==> src/rtl/lc3b_mem_arbiter_pkg.sv <==
// Shared types for the LC-3b memory arbiter: word/mask aliases, arbiter FSM state,
// fetch-starvation streak counter and the captured downstream request.
package lc3b_mem_arbiter_pkg;

   typedef logic [15:0] lc3b_word;
   typedef logic [1:0]  lc3b_mem_wmask;
   typedef logic [3:0]  lc3b_arb_streak;

   typedef enum logic [1:0] {
      arb_idle    = 2'd0,
      arb_serve_i = 2'd1,
      arb_serve_d = 2'd2
   } lc3b_arb_state;

   typedef struct packed {
      logic          read;
      logic          write;
      lc3b_word      addr;
      lc3b_word      wdata;
      lc3b_mem_wmask wmask;
   } lc3b_mem_req;

   // Saturating increment of the data-grant streak.
   function automatic lc3b_arb_streak streak_inc(input lc3b_arb_streak cur,
                                                 input lc3b_arb_streak max);
      return (cur >= max) ? max : cur + lc3b_arb_streak'(1);
   endfunction

endpackage

==> src/rtl/lc3b_mem_arbiter_pick.sv <==
// Combinational grant picker: data wins unless fetch has waited through
// MAX_D_STREAK consecutive data grants.
module lc3b_arb_pick
   import lc3b_mem_arbiter_pkg::*;
#(
   parameter int unsigned MAX_D_STREAK = 4
) (
   input  logic           i_read,
   input  logic           d_req,
   input  lc3b_arb_streak streak,
   output logic           grant_i,
   output logic           grant_d
);

   localparam lc3b_arb_streak MaxStreak = lc3b_arb_streak'(MAX_D_STREAK);

   always_comb begin
      grant_i = 1'b0;
      grant_d = 1'b0;
      if (d_req && (!i_read || (streak < MaxStreak))) begin
         grant_d = 1'b1;
      end else if (i_read) begin
         grant_i = 1'b1;
      end
   end

endmodule

==> src/rtl/lc3b_mem_arbiter.sv <==
// Shares one memory port between instruction fetch and data access: captures one
// request per grant, holds it until mem_resp, and routes the response to its owner.
module lc3b_mem_arbiter
   import lc3b_mem_arbiter_pkg::*;
#(
   parameter int unsigned MAX_D_STREAK = 4
) (
   input  logic          clk,
   input  logic          rst_n,
   input  logic          i_read,
   input  logic [15:0]   i_addr,
   output logic [15:0]   i_rdata,
   output logic          i_resp,
   input  logic          d_read,
   input  logic          d_write,
   input  logic [15:0]   d_addr,
   input  logic [15:0]   d_wdata,
   input  logic [1:0]    d_wmask,
   output logic [15:0]   d_rdata,
   output logic          d_resp,
   output logic          mem_read,
   output logic          mem_write,
   output logic [15:0]   mem_addr,
   output logic [15:0]   mem_wdata,
   output logic [1:0]    mem_wmask,
   input  logic [15:0]   mem_rdata,
   input  logic          mem_resp,
   output logic          proto_err
);

   localparam lc3b_arb_streak MaxStreak = lc3b_arb_streak'(MAX_D_STREAK);

   lc3b_arb_state  state_q, state_d;
   lc3b_arb_streak streak_q, streak_d;
   lc3b_mem_req    req_q, req_d;
   logic           proto_err_q, proto_err_d;
   logic           d_req;
   logic           grant_i;
   logic           grant_d;

   assign d_req = d_read | d_write;

   lc3b_arb_pick #(
      .MAX_D_STREAK(MAX_D_STREAK)
   ) u_pick (
      .i_read (i_read),
      .d_req  (d_req),
      .streak (streak_q),
      .grant_i(grant_i),
      .grant_d(grant_d)
   );

   always_ff @(posedge clk or negedge rst_n) begin
      if (!rst_n) begin
         state_q <= arb_idle;
      end else begin
         state_q <= state_d;
      end
   end

   // Grants are only evaluated in IDLE; a mem_resp seen in IDLE is ignored.
   always_comb begin
      state_d = state_q;
      unique case (state_q)
         arb_idle: begin
            if (grant_d) begin
               state_d = arb_serve_d;
            end else if (grant_i) begin
               state_d = arb_serve_i;
            end
         end
         arb_serve_i, arb_serve_d: begin
            if (mem_resp) begin
               state_d = arb_idle;
            end
         end
         default: state_d = arb_idle;
      endcase
   end

   always_comb begin
      i_resp    = mem_resp & (state_q == arb_serve_i);
      d_resp    = mem_resp & (state_q == arb_serve_d);
      i_rdata   = mem_rdata;
      d_rdata   = mem_rdata;
      mem_read  = req_q.read;
      mem_write = req_q.write;
      mem_addr  = req_q.addr;
      mem_wdata = req_q.wdata;
      mem_wmask = req_q.wmask;
      proto_err = proto_err_q;
   end

   // A simultaneous d_read/d_write is served as a write and flagged.
   always_comb begin
      req_d       = req_q;
      streak_d    = streak_q;
      proto_err_d = 1'b0;
      if (state_q == arb_idle) begin
         if (grant_d) begin
            req_d.read  = ~d_write;
            req_d.write = d_write;
            req_d.addr  = d_addr;
            req_d.wdata = d_wdata;
            req_d.wmask = d_write ? d_wmask : 2'b00;
            proto_err_d = d_read & d_write;
            streak_d    = i_read ? streak_inc(streak_q, MaxStreak) : '0;
         end else if (grant_i) begin
            req_d.read  = 1'b1;
            req_d.write = 1'b0;
            req_d.addr  = i_addr;
            req_d.wdata = '0;
            req_d.wmask = 2'b00;
            streak_d    = '0;
         end
      end else if (mem_resp) begin
         req_d.read  = 1'b0;
         req_d.write = 1'b0;
      end
   end

   always_ff @(posedge clk or negedge rst_n) begin
      if (!rst_n) begin
         req_q       <= '0;
         streak_q    <= '0;
         proto_err_q <= 1'b0;
      end else begin
         req_q       <= req_d;
         streak_q    <= streak_d;
         proto_err_q <= proto_err_d;
      end
   end

endmodule

==> config.mk <==
export PLATFORM = sky130hd
export DESIGN_NAME = lc3b_mem_arbiter
export DESIGN_NICKNAME = d
export VERILOG_FILES = /design/src/rtl/lc3b_mem_arbiter_pkg.sv /design/src/rtl/lc3b_mem_arbiter_pick.sv /design/src/rtl/lc3b_mem_arbiter.sv
export SDC_FILE = /design/constraint.sdc
export NUM_CORES = 1
export LEC_CHECK = 0
export ABC_AREA = 1
export CELL_PAD_IN_SITES_DETAIL_PLACEMENT = 1
export CELL_PAD_IN_SITES_GLOBAL_PLACEMENT = 1
export CORE_ASPECT_RATIO = 0.6
export CORE_MARGIN = 2
export CORE_UTILIZATION = 26
export DETAILED_ROUTE_END_ITERATION = 10
export PLACE_DENSITY = 0.89
export SLEW_MARGIN = 20
export SYNTH_ARGS = -nofsm -noshare
export SYNTH_HDL_FRONTEND = slang
export SYNTH_HIERARCHICAL = 1
export SYNTH_SLANG_ARGS = --single-unit
==> constraint.sdc <==
create_clock -name clk -period 3.3 [get_ports clk]
set_input_delay 0.66 -clock clk [delete_from_list [all_inputs] [get_ports clk]]
set_output_delay 0.66 -clock clk [all_outputs]
set_load 0.01 [all_outputs]
==> results of run 1 <==
==> area by class of cell <==
| cell class | instances | area [um^2] |
|---|---|---|
| clock buffer | 5 | 125 |
| clock inverter | 3 | 20.0 |
| fill | 1013 | 5220 |
| inverter | 14 | 52.6 |
| multi-input combinational | 196 | 816 |
| sequential | 43 | 1080 |
| tap | 112 | 140 |
| timing repair buffer | 96 | 973 |
==> worst reg2reg max path: stages, from the launching register on <==
cell and delay [ns]:
dfrtp_1 0.42, nor2_2 0.13, nor2_1 0.06, nor2_2 0.36, nand2_1 0.09, inv_1 0.54, nand2_1 0.19, nor2_1 0.17
==> logic make-up (layout without fill, tap and decap cells) <==
kind of cell	after synthesis	in the layout	synth area share [%]
AOI/OAI and AO/OA	6	6	1.35
DFF	43	43	48.3
adders and majority gates	4	4	2.25
and+or+nand+nor	186	186	32.4
buffers and inverters	56	118	15.7
==> layer usage <==
metal	GRT usage, %	up-vias	wire length, um
li1	-	974	-
met1	17.8	938	2870
met2	23.3	54	3000
met3	4.87	5	410
met4	2.90	0	18
met5	0	-	0
==> power by group <==
part	switching (uW)	total [uW]	internal [uW]	leakage, uW
logic	625	1240	613	0.00100
registers	135	895	760	0.000539
clock network	215	494	279	0.0000658
total	975	2630	1650	0.00161
==> metrics by stage <==
step,instance area [um^2],setup WS [ns],power [uW],std cells,util (%)
finish,3200,0.731,2630,469,38.0
floorplan,2230,1.54,1490,295,-
global placement,3030,0.463,2070,460,35.9
global route,3200,0.482,2840,469,38.0
detailed placement,3030,0.403,2120,460,35.9
CTS,3170,0.711,2640,468,37.7
==> sequential cells by signal, indices dropped and copies added, names as in the netlist <==
| signal | count |
|---|---|
| mem_write | 1 |
| mem_addr | 16 |
| state_q | 2 |
| mem_wdata | 16 |
| proto_err | 1 |
| streak_q | 4 |
| mem_wmask | 2 |
| mem_read | 1 |
==> worst min path at each step <==
stage / from / end / slack, ns / depth (start not counted)
5_1_grt: rst_n / mem_wdata[6] / 0.42 / 1
3_3_place_gp: mem_wdata[8] / mem_wdata[8] / 0.45 / 2
3_5_place_dp: mem_wdata[2] / mem_wdata[2] / 0.46 / 2
4_1_cts: mem_wdata[2] / mem_wdata[2] / 0.47 / 2
6_report: rst_n / mem_addr[0] / 0.37 / 1
2_1_floorplan: rst_n / mem_addr[0] / 0.36 / 0
==> cells in the final DEF, fill, tap and decap left out <==
cell type / Yosys / layout
clkinvlp_4: 0 / 2
buf_4: 35 / 2
or2_2: 1 / 1
clkinv_1: 1 / 1
nand4_1: 3 / 3
nand2_1: 170 / 170
o21ai_4: 0 / 1
dfrtp_1: 43 / 43
nand3_1: 3 / 3
a21oi_1: 1 / 1
clkdlybuf4s50_1: 0 / 93
o21ai_0: 4 / 4
clkinv_2: 0 / 1
ha_1: 4 / 4
nor2_1: 7 / 6
inv_1: 13 / 13
clkbuf_16: 0 / 5
buf_16: 0 / 1
nor2_4: 1 / 1
nor2_2: 1 / 2
==> results.tsv, run 1 <==
stage	metric	value	unit
final_layout	fin_nets	432	
clocking	numClockSinks	43	
global_route	grt_pass1_vias	2051	
logic_synthesis	syn_nets	371	
clocking	cts.root.buffer_cell	clkbuf_16	
critical_path	cp.depth	8	
drt	drt_pass1_iterations	4	
logic_synthesis	yosys_warnings	6	
drt	drt_iter0_drc	74	
timing	period_minus_slack	2.57	ns
timing	maxSlewViolCount	0	
critical_path	r2r_setup_slack	1.26	ns
critical_path	crit_arrival	2.78	ns
logic_synthesis	synth_area	2230	um^2
critical_path	crit_chain	clkdlybuf4s50_1, or2_2, inv_1, nor2_2, nand2_1, inv_1, nand2_1, nor2_1	
logic_synthesis	seq_area_frac_synth	48.3	%
logic_synthesis	ys_ff_latch	43	
timing	holdWs	0.372	ns
clocking	clockBufferDepth	2	
clocking	cts-buffers-inserted	5	
logic_synthesis	synthFlopType	dfrtp_1	
power	power.density	820	nW/um^2
status	status	completed	
logic_synthesis	netlist_top_cells_count	170 x nand2_1, 43 x dfrtp_1, 35 x buf_4	
drt	ant_nets	0	
clocking	cts_resized	0	
critical_path	reg2reg_from	streak_q[2]	
global_route	grt_pass1_wl	9.90	mm
global_route	antenna_found_initial	0	
logic_synthesis	synthTopCellsByArea	dfrtp_1 48%, nand2_1 29%, buf_4 12%, ha_1 2.2%, inv_1 2.2%	
logic_synthesis	postSynthCellCount	295	
critical_path	rr_endpoint	proto_err	
floorplanning	die_w	124	um
timing	fmax	389	MHz
flow_run	max_cap_violations	0	
clocking	cts_hold_buf	0	
floorplanning	initial_utilization	26.4	%
critical_path	slowest_stage	clkdlybuf4s50_1	
critical_path	crit_family	buffers and inverters	
logic_synthesis	synth.most_common_cell	nand2_1	
logic_synthesis	yosysTopAreaCell	dfrtp_1	
critical_path	worstSetupPathType	primary input to flop	
clocking	clkLatencyLatePin	0.29	ns
final_layout	syn_to_final_growth	43.7	%
critical_path	ff2ff_path_depth	7	
final_layout	drive_gt1_share	4.48	%
placement	port_buffers	94	
critical_path	startpoint	d_write	
global_route	grt-ovfl-total	0	
timing	hold_viol	0	
power	leakagePower	0.00161	uW
floorplanning	dieArea	9350	um^2
critical_path	crit_path_max_fanout	21	
critical_path	cp_slowest_stage_delay	0.55	ns
timing	fin_setup_tns	0	ns
min_path	hold_class	primary input to asynchronous set/reset pin	
timing	worstMarginPinSlew	0.706	ns
drt	drc	0	
timing	fin_crit_sh	77.9	%
floorplanning	num_rows	26	
clocking	cts_tree	built	
critical_path	crit_path_end	proto_err	
global_route	groute.usage.overall	14.0	%
timing	fin_skew	0.00644	ns
floorplanning	ios	143	
placement	dp_hpwl	4.55	mm
drt	via_per_inst	4.20	
clocking	post_cts_buffers	0	
final_layout	diodes	0	
timing	rsz0062_at_grt	no	
drt	routedWlPerCell	13.4	um
power	peakVddDrop	0.000268	V
logic_synthesis	synth.avg_cell_area	7.55	um^2
logic_synthesis	synth_enable_flop_cells	0	
logic_synthesis	async_reset_ff_share	100	%
clocking	clk_pin_slew_worst_paths	0.07	ns
floorplanning	die_h	75.7	um
global_route	grt_start_max_net_pins	44	
clocking	h-tree-depth	2	
critical_path	crit_required	3.51	ns
logic_synthesis	synth_cell_type_count	16	
floorplanning	core_area	8430	um^2
logic_synthesis	synth_top_area_share	48.3	%
drt	drt_wl_total	6.30	mm
drt	routed-via-count	1971	
critical_path	start_kind	primary input	
timing	relSlewSlack	52.9	%
critical_path	cp-end-kind	flop	
placement	gp_congestion	0.757	
timing	setup_violations	0	
critical_path	crit_buf_inv	3	
Power figures use the tool's default switching activity.
==> run 2, diff against run 1 <==
- CORE_UTILIZATION: 26 -> 24
- PLACE_DENSITY: 0.89 -> 0.83
- clock period: 3.3 -> 2.4 ns (I/O delays scaled with it)
==> results.tsv, run 2 (synthesis results as in run 1) <==
stage	metric	value	unit	change
final_layout	fin_cells	479		+2.1%
drt	via_per_inst	4.15		-1.3%
critical_path	crit_path_end	i_resp		
drt	ant_nets	0		unchanged
timing	worstMarginPinSlew	0.684	ns	-0.0225 ns
critical_path	start_kind	primary input		
clocking	cts-buffers-inserted	5		unchanged
critical_path	crit_arrival	1.66	ns	-1.12 ns
status	status	completed		
critical_path	worstSetupPathType	primary input to primary output		
drt	wl_met2	2.88	mm	-3.9%
critical_path	startpoint	mem_resp		
final_layout	fin_nets	438		+1.4%
critical_path	r2r_setup_slack	0.60	ns	-0.66 ns
final_layout	layout_common_cells	170 x nand2_1, 93 x clkdlybuf4s50_1, 43 x dfrtp_1		
placement	placed_area	3100	um^2	+2.3%
final_layout	diodes	0		unchanged
drt	wl_met3	385	um	-6.1%
drt	routed-via-count	1986		+0.76%
global_route	groute.usage.overall	13.4	%	-0.52 points
timing	period_minus_slack	2.14	ns	
placement	gp_congestion	0.750		-0.87%
timing	fin_skew	0.00692	ns	+0.000483 ns
final_layout	final_area	3250	um^2	+1.6%
timing	fin_crit_sh	89.1	%	
clocking	cts_hold_buf	0		unchanged
clocking	clk_pin_slew_worst_paths	0.06	ns	about the same
floorplanning	die_w	128	um	+4.0%
timing	fin_setup_tns	0	ns	unchanged
power	peakVddDrop	0.000349	V	+31%
critical_path	crit_path_max_fanout	4		-81%
placement	port_buffers	94		unchanged
timing	relSlewSlack	54.4	%	+1.5 points
global_route	grt-ovfl-total	0		unchanged
floorplanning	core_area	9090	um^2	+7.9%
clocking	post_cts_buffers	0		unchanged
critical_path	ff2ff_path_depth	7		unchanged
critical_path	slowest_stage	clkdlybuf4s50_1		
floorplanning	ios	143		unchanged
clocking	clkLatencyLatePin	0.29	ns	about the same
flow_run	max_cap_violations	0		unchanged
clocking	cts_tree	built		
floorplanning	die_h	78.6	um	+3.9%
drt	top_layer_used	met4		
timing	holdWs	0.269	ns	-0.102 ns
global_route	grt_pass1_vias	2151		+4.9%
timing	fmax	467	MHz	
final_layout	syn_to_final_growth	46.0	%	
drt	drt_iter0_drc	48		-35%
clocking	clockBufferDepth	2		unchanged
clocking	h-tree-depth	2		unchanged
final_layout	layout_commonest_cell	nand2_1		
power	power.density	1120	nW/um^2	+37%
clocking	cts.root.buffer_cell	clkbuf_16		
critical_path	cp-end-kind	primary output		
critical_path	rr_endpoint	streak_q[1]		
timing	hold_viol	0		unchanged
floorplanning	initial_utilization	24.5	%	-1.9 points
drt	drt_pass1_iterations	4		unchanged
floorplanning	num_rows	27		+3.8%
placement	dp_hpwl	4.74	mm	+4.2%
drt	drt_wl_total	6.27	mm	-0.49%
final_layout	drive_gt1_share	5.79	%	+1.3 points
final_layout	post-route-util	35.8	%	-2.2 points
global_route	antenna_found_initial	0		unchanged
power	leakagePower	0.00164	uW	+2.3%
min_path	hold_class	primary input to asynchronous set/reset pin		
placement	place_inst	471		+2.4%
timing	rsz0062_at_grt	no		
timing	maxSlewViolCount	0		unchanged
drt	wl_met1	2.89	mm	+0.59%
critical_path	cp_slowest_stage_delay	0.53	ns	-0.02 ns
critical_path	crit_required	1.92	ns	-1.59 ns
clocking	cts_resized	0		unchanged
timing	setup_violations	0		unchanged
global_route	grt_start_max_net_pins	44		unchanged
critical_path	path_common_cell	clkdlybuf4s50_1		
global_route	grt_pass1_wl	10.7	mm	+8.2%
critical_path	crit_chain	clkdlybuf4s50_1, nand2_1, inv_1, clkdlybuf4s50_1		
floorplanning	dieArea	10100	um^2	+8.0%
drt	routedWlPerCell	13.1	um	-2.6%
critical_path	reg2reg_from	streak_q[2]		
drt	drc	0		unchanged
clocking	numClockSinks	43		unchanged
[run 2: cell type report]
cell class | instances | area [um^2]
Multi-Input combinational cell | 196 | 816
Fill cell | 1081 | 5830
Sequential cell | 43 | 1080
Tap cell | 116 | 145
Clock buffer | 8 | 156
Inverter | 14 | 52.6
Timing Repair Buffer | 102 | 1010
[run 2: worst min path at each step]
stage / start / end / slack, ns / cells after the start
2_1_floorplan: rst_n / mem_addr[0] / 0.18 / 0
3_3_place_gp: mem_wdata[4] / mem_wdata[4] / 0.46 / 2
3_5_place_dp: mem_wdata[13] / mem_wdata[13] / 0.46 / 2
4_1_cts: rst_n / mem_wdata[14] / 0.29 / 2
5_1_grt: rst_n / mem_wdata[11] / 0.31 / 2
6_report: rst_n / mem_wdata[14] / 0.27 / 2
[run 2: through the flow]
step,total power (uW),setup WS (ns)
global route,3970,0.102
CTS,3730,0.251
global placement,2910,0.130
finish,3650,0.261
floorplan,2050,0.818
detailed placement,2970,0.0387
[run 2: layer usage]
metal  vias to the layer above  global-route usage (%)
li1                        985                       -
met1                       929                    16.6
met4                         0                    4.62
met5                         -                       0
met2                        61                    22.0
met3                        11                    4.43
[run 2: critical path, delay by kind of cell]
family                 cells  cell delay [ns]
buffers and inverters      3             1.12
and+or+nand+nor            1             0.07
[run 2: power by group]
part	leakage, uW	internal, uW	total, uW	switching (uW)
logic	0.00103	851	1700	846
registers	0.000539	1050	1240	193
clock network	0.0000772	443	714	271
==> run 3, diff against run 2 <==
- SKIP_LAST_GASP: default -> 1
==> results of run 3 <==
No change in the layout: final DEF, timing and power equal those of run 2.
==> patch (flow settings as in run 3) <==
Reset style: synchronous (`rst_n`), changed in 2 clocked blocks.
--- a/src/rtl/lc3b_mem_arbiter.sv
+++ b/src/rtl/lc3b_mem_arbiter.sv
@@ -52,3 +52,3 @@
 
-   always_ff @(posedge clk or negedge rst_n) begin
+   always_ff @(posedge clk) begin
       if (!rst_n) begin
@@ -121,3 +121,3 @@
 
-   always_ff @(posedge clk or negedge rst_n) begin
+   always_ff @(posedge clk) begin
       if (!rst_n) begin
Check against the original RTL: differs if rst_n is asserted again (counterexample within 4 cycles, from zero or initial values and one cycle with rst_n low); with rst_n held inactive, the same outputs for 10 cycles.
==> patch against run 3 <==
Design area shrank 5.7%. Synthesized area shrank 6.1%. Wire length grew 2.8%. Worst setup slack lost 0.011 ns. Synthesized cell count grew 2.0%. Sequential cell count is the same. Critical path type unchanged.
Power is not compared: it rests on default switching activity, and its combinational part moved more than twofold at a synthesized area within 25%.
==> patch: results (changes against run 3) <==
| Metric | Value |
|---|---|
| Outcome | completed |
| Synth Net Count | 377 (+1.6%) |
| Post-synthesis sequential area ratio | 41.1% (-7.2 points) |
| Top cells by count, synth | nand2_1 (100), dfxtp_1 (43), nor2_1 (40) |
| FF-to-FF path depth | 9 (+2) |
| Total wire length | 6450 um (+2.8%) |
| Number of DRC markers in iteration 0 | 50 (+4.2%) |
| Peak VDD IR | 0.246 mV |
| Clock Pin Slew Worst Setup and Hold Paths | 0.06 ns (about the same) |
| Vias | 2056 (+3.5%) |
| Critical path capture point | d_resp |
| Met3 routed WL | 408 um (+6.0%) |
| GR Util met2 | 22.5% (+0.44 points) |
| Synth Area in Compound Gates | 10.3% (+8.9 points) |
| Hpwl dp | 4740 um (about the same) |
| Largest net degree at the start of global routing | 26 (-41%) |
| Distinct cell type count after synthesis | 20 (+4) |
| Adder-Cell Fraction of Synth Area | 2.39% (+0.14 points) |
| Global Route met3 Usage | 4.99% (+0.56 points) |
| Setup ws final | 0.250 ns (-0.0106 ns) |
| Placer congestion estimate | 0.762 (+1.7%) |
| First-pass GRT wire length | 10400 um (-2.6%) |
| Fin util | 36.1% (+0.34 points) |
| Hold Crit Class | flop to flop |
| Ys async rst share | 0% (-100 points) |
| Worst reg2reg path startpoint | streak_q[2] |
| R2R setup slack | 0.72 ns (+0.12 ns) |
| Max_slew headroom | 67.3% (+13 points) |
| Met1 Use GR | 17.1% (+0.44 points) |
| Clock skew | 0.00404 ns (-0.00288 ns) |
| Place WS | 0.0739 ns (+0.0352 ns) |
| Met2 wire len | 2970 um (+3.1%) |
| Placed cell areas | 2900 um^2 (-6.4%) |
| FF-to-FF End | mem_addr[8] |
| Placed Instances | 467 (-0.85%) |
| Most common cell in the netlist | nand2_1 |
| Mapped Cells | 301 (+2.0%) |
| Largest cells by area after synthesis | dfxtp_1 (41%), nand2_1 (18%), buf_4 (13%) |
| M1 WL | 2990 um (+3.7%) |
| GRT Total Usage | 13.8% (+0.33 points) |
| Vias per inst | 4.33 (+4.4%) |
==> patch: critical path, cell delays in order <==
cell             delay, ns
clkdlybuf4s50_1       0.53
nand2_1               0.07
inv_1                 0.06
clkdlybuf4s50_1       0.53
==> patch: worst min-delay path by stage <==
stage	from	to	slack, ns	cells past startpoint
2_1_floorplan	streak_q[1]	streak_q[1]	0.45	2
3_3_place_gp	mem_wdata[8]	mem_wdata[8]	0.45	2
3_5_place_dp	mem_wdata[15]	mem_wdata[15]	0.45	2
4_1_cts	mem_wdata[15]	mem_wdata[15]	0.46	2
5_1_grt	mem_wdata[12]	mem_wdata[12]	0.49	2
6_report	mem_wdata[3]	mem_wdata[3]	0.46	2
==> patch: layout make-up <==
cell class / instances / area share, %
timing repair buffer: 99 / 31.9
sequential: 43 / 28.0
multi-input combinational: 194 / 27.6
tap: 112 / 4.57
clock buffer: 5 / 4.08
inverter: 19 / 2.41
clock inverter: 3 / 1.43
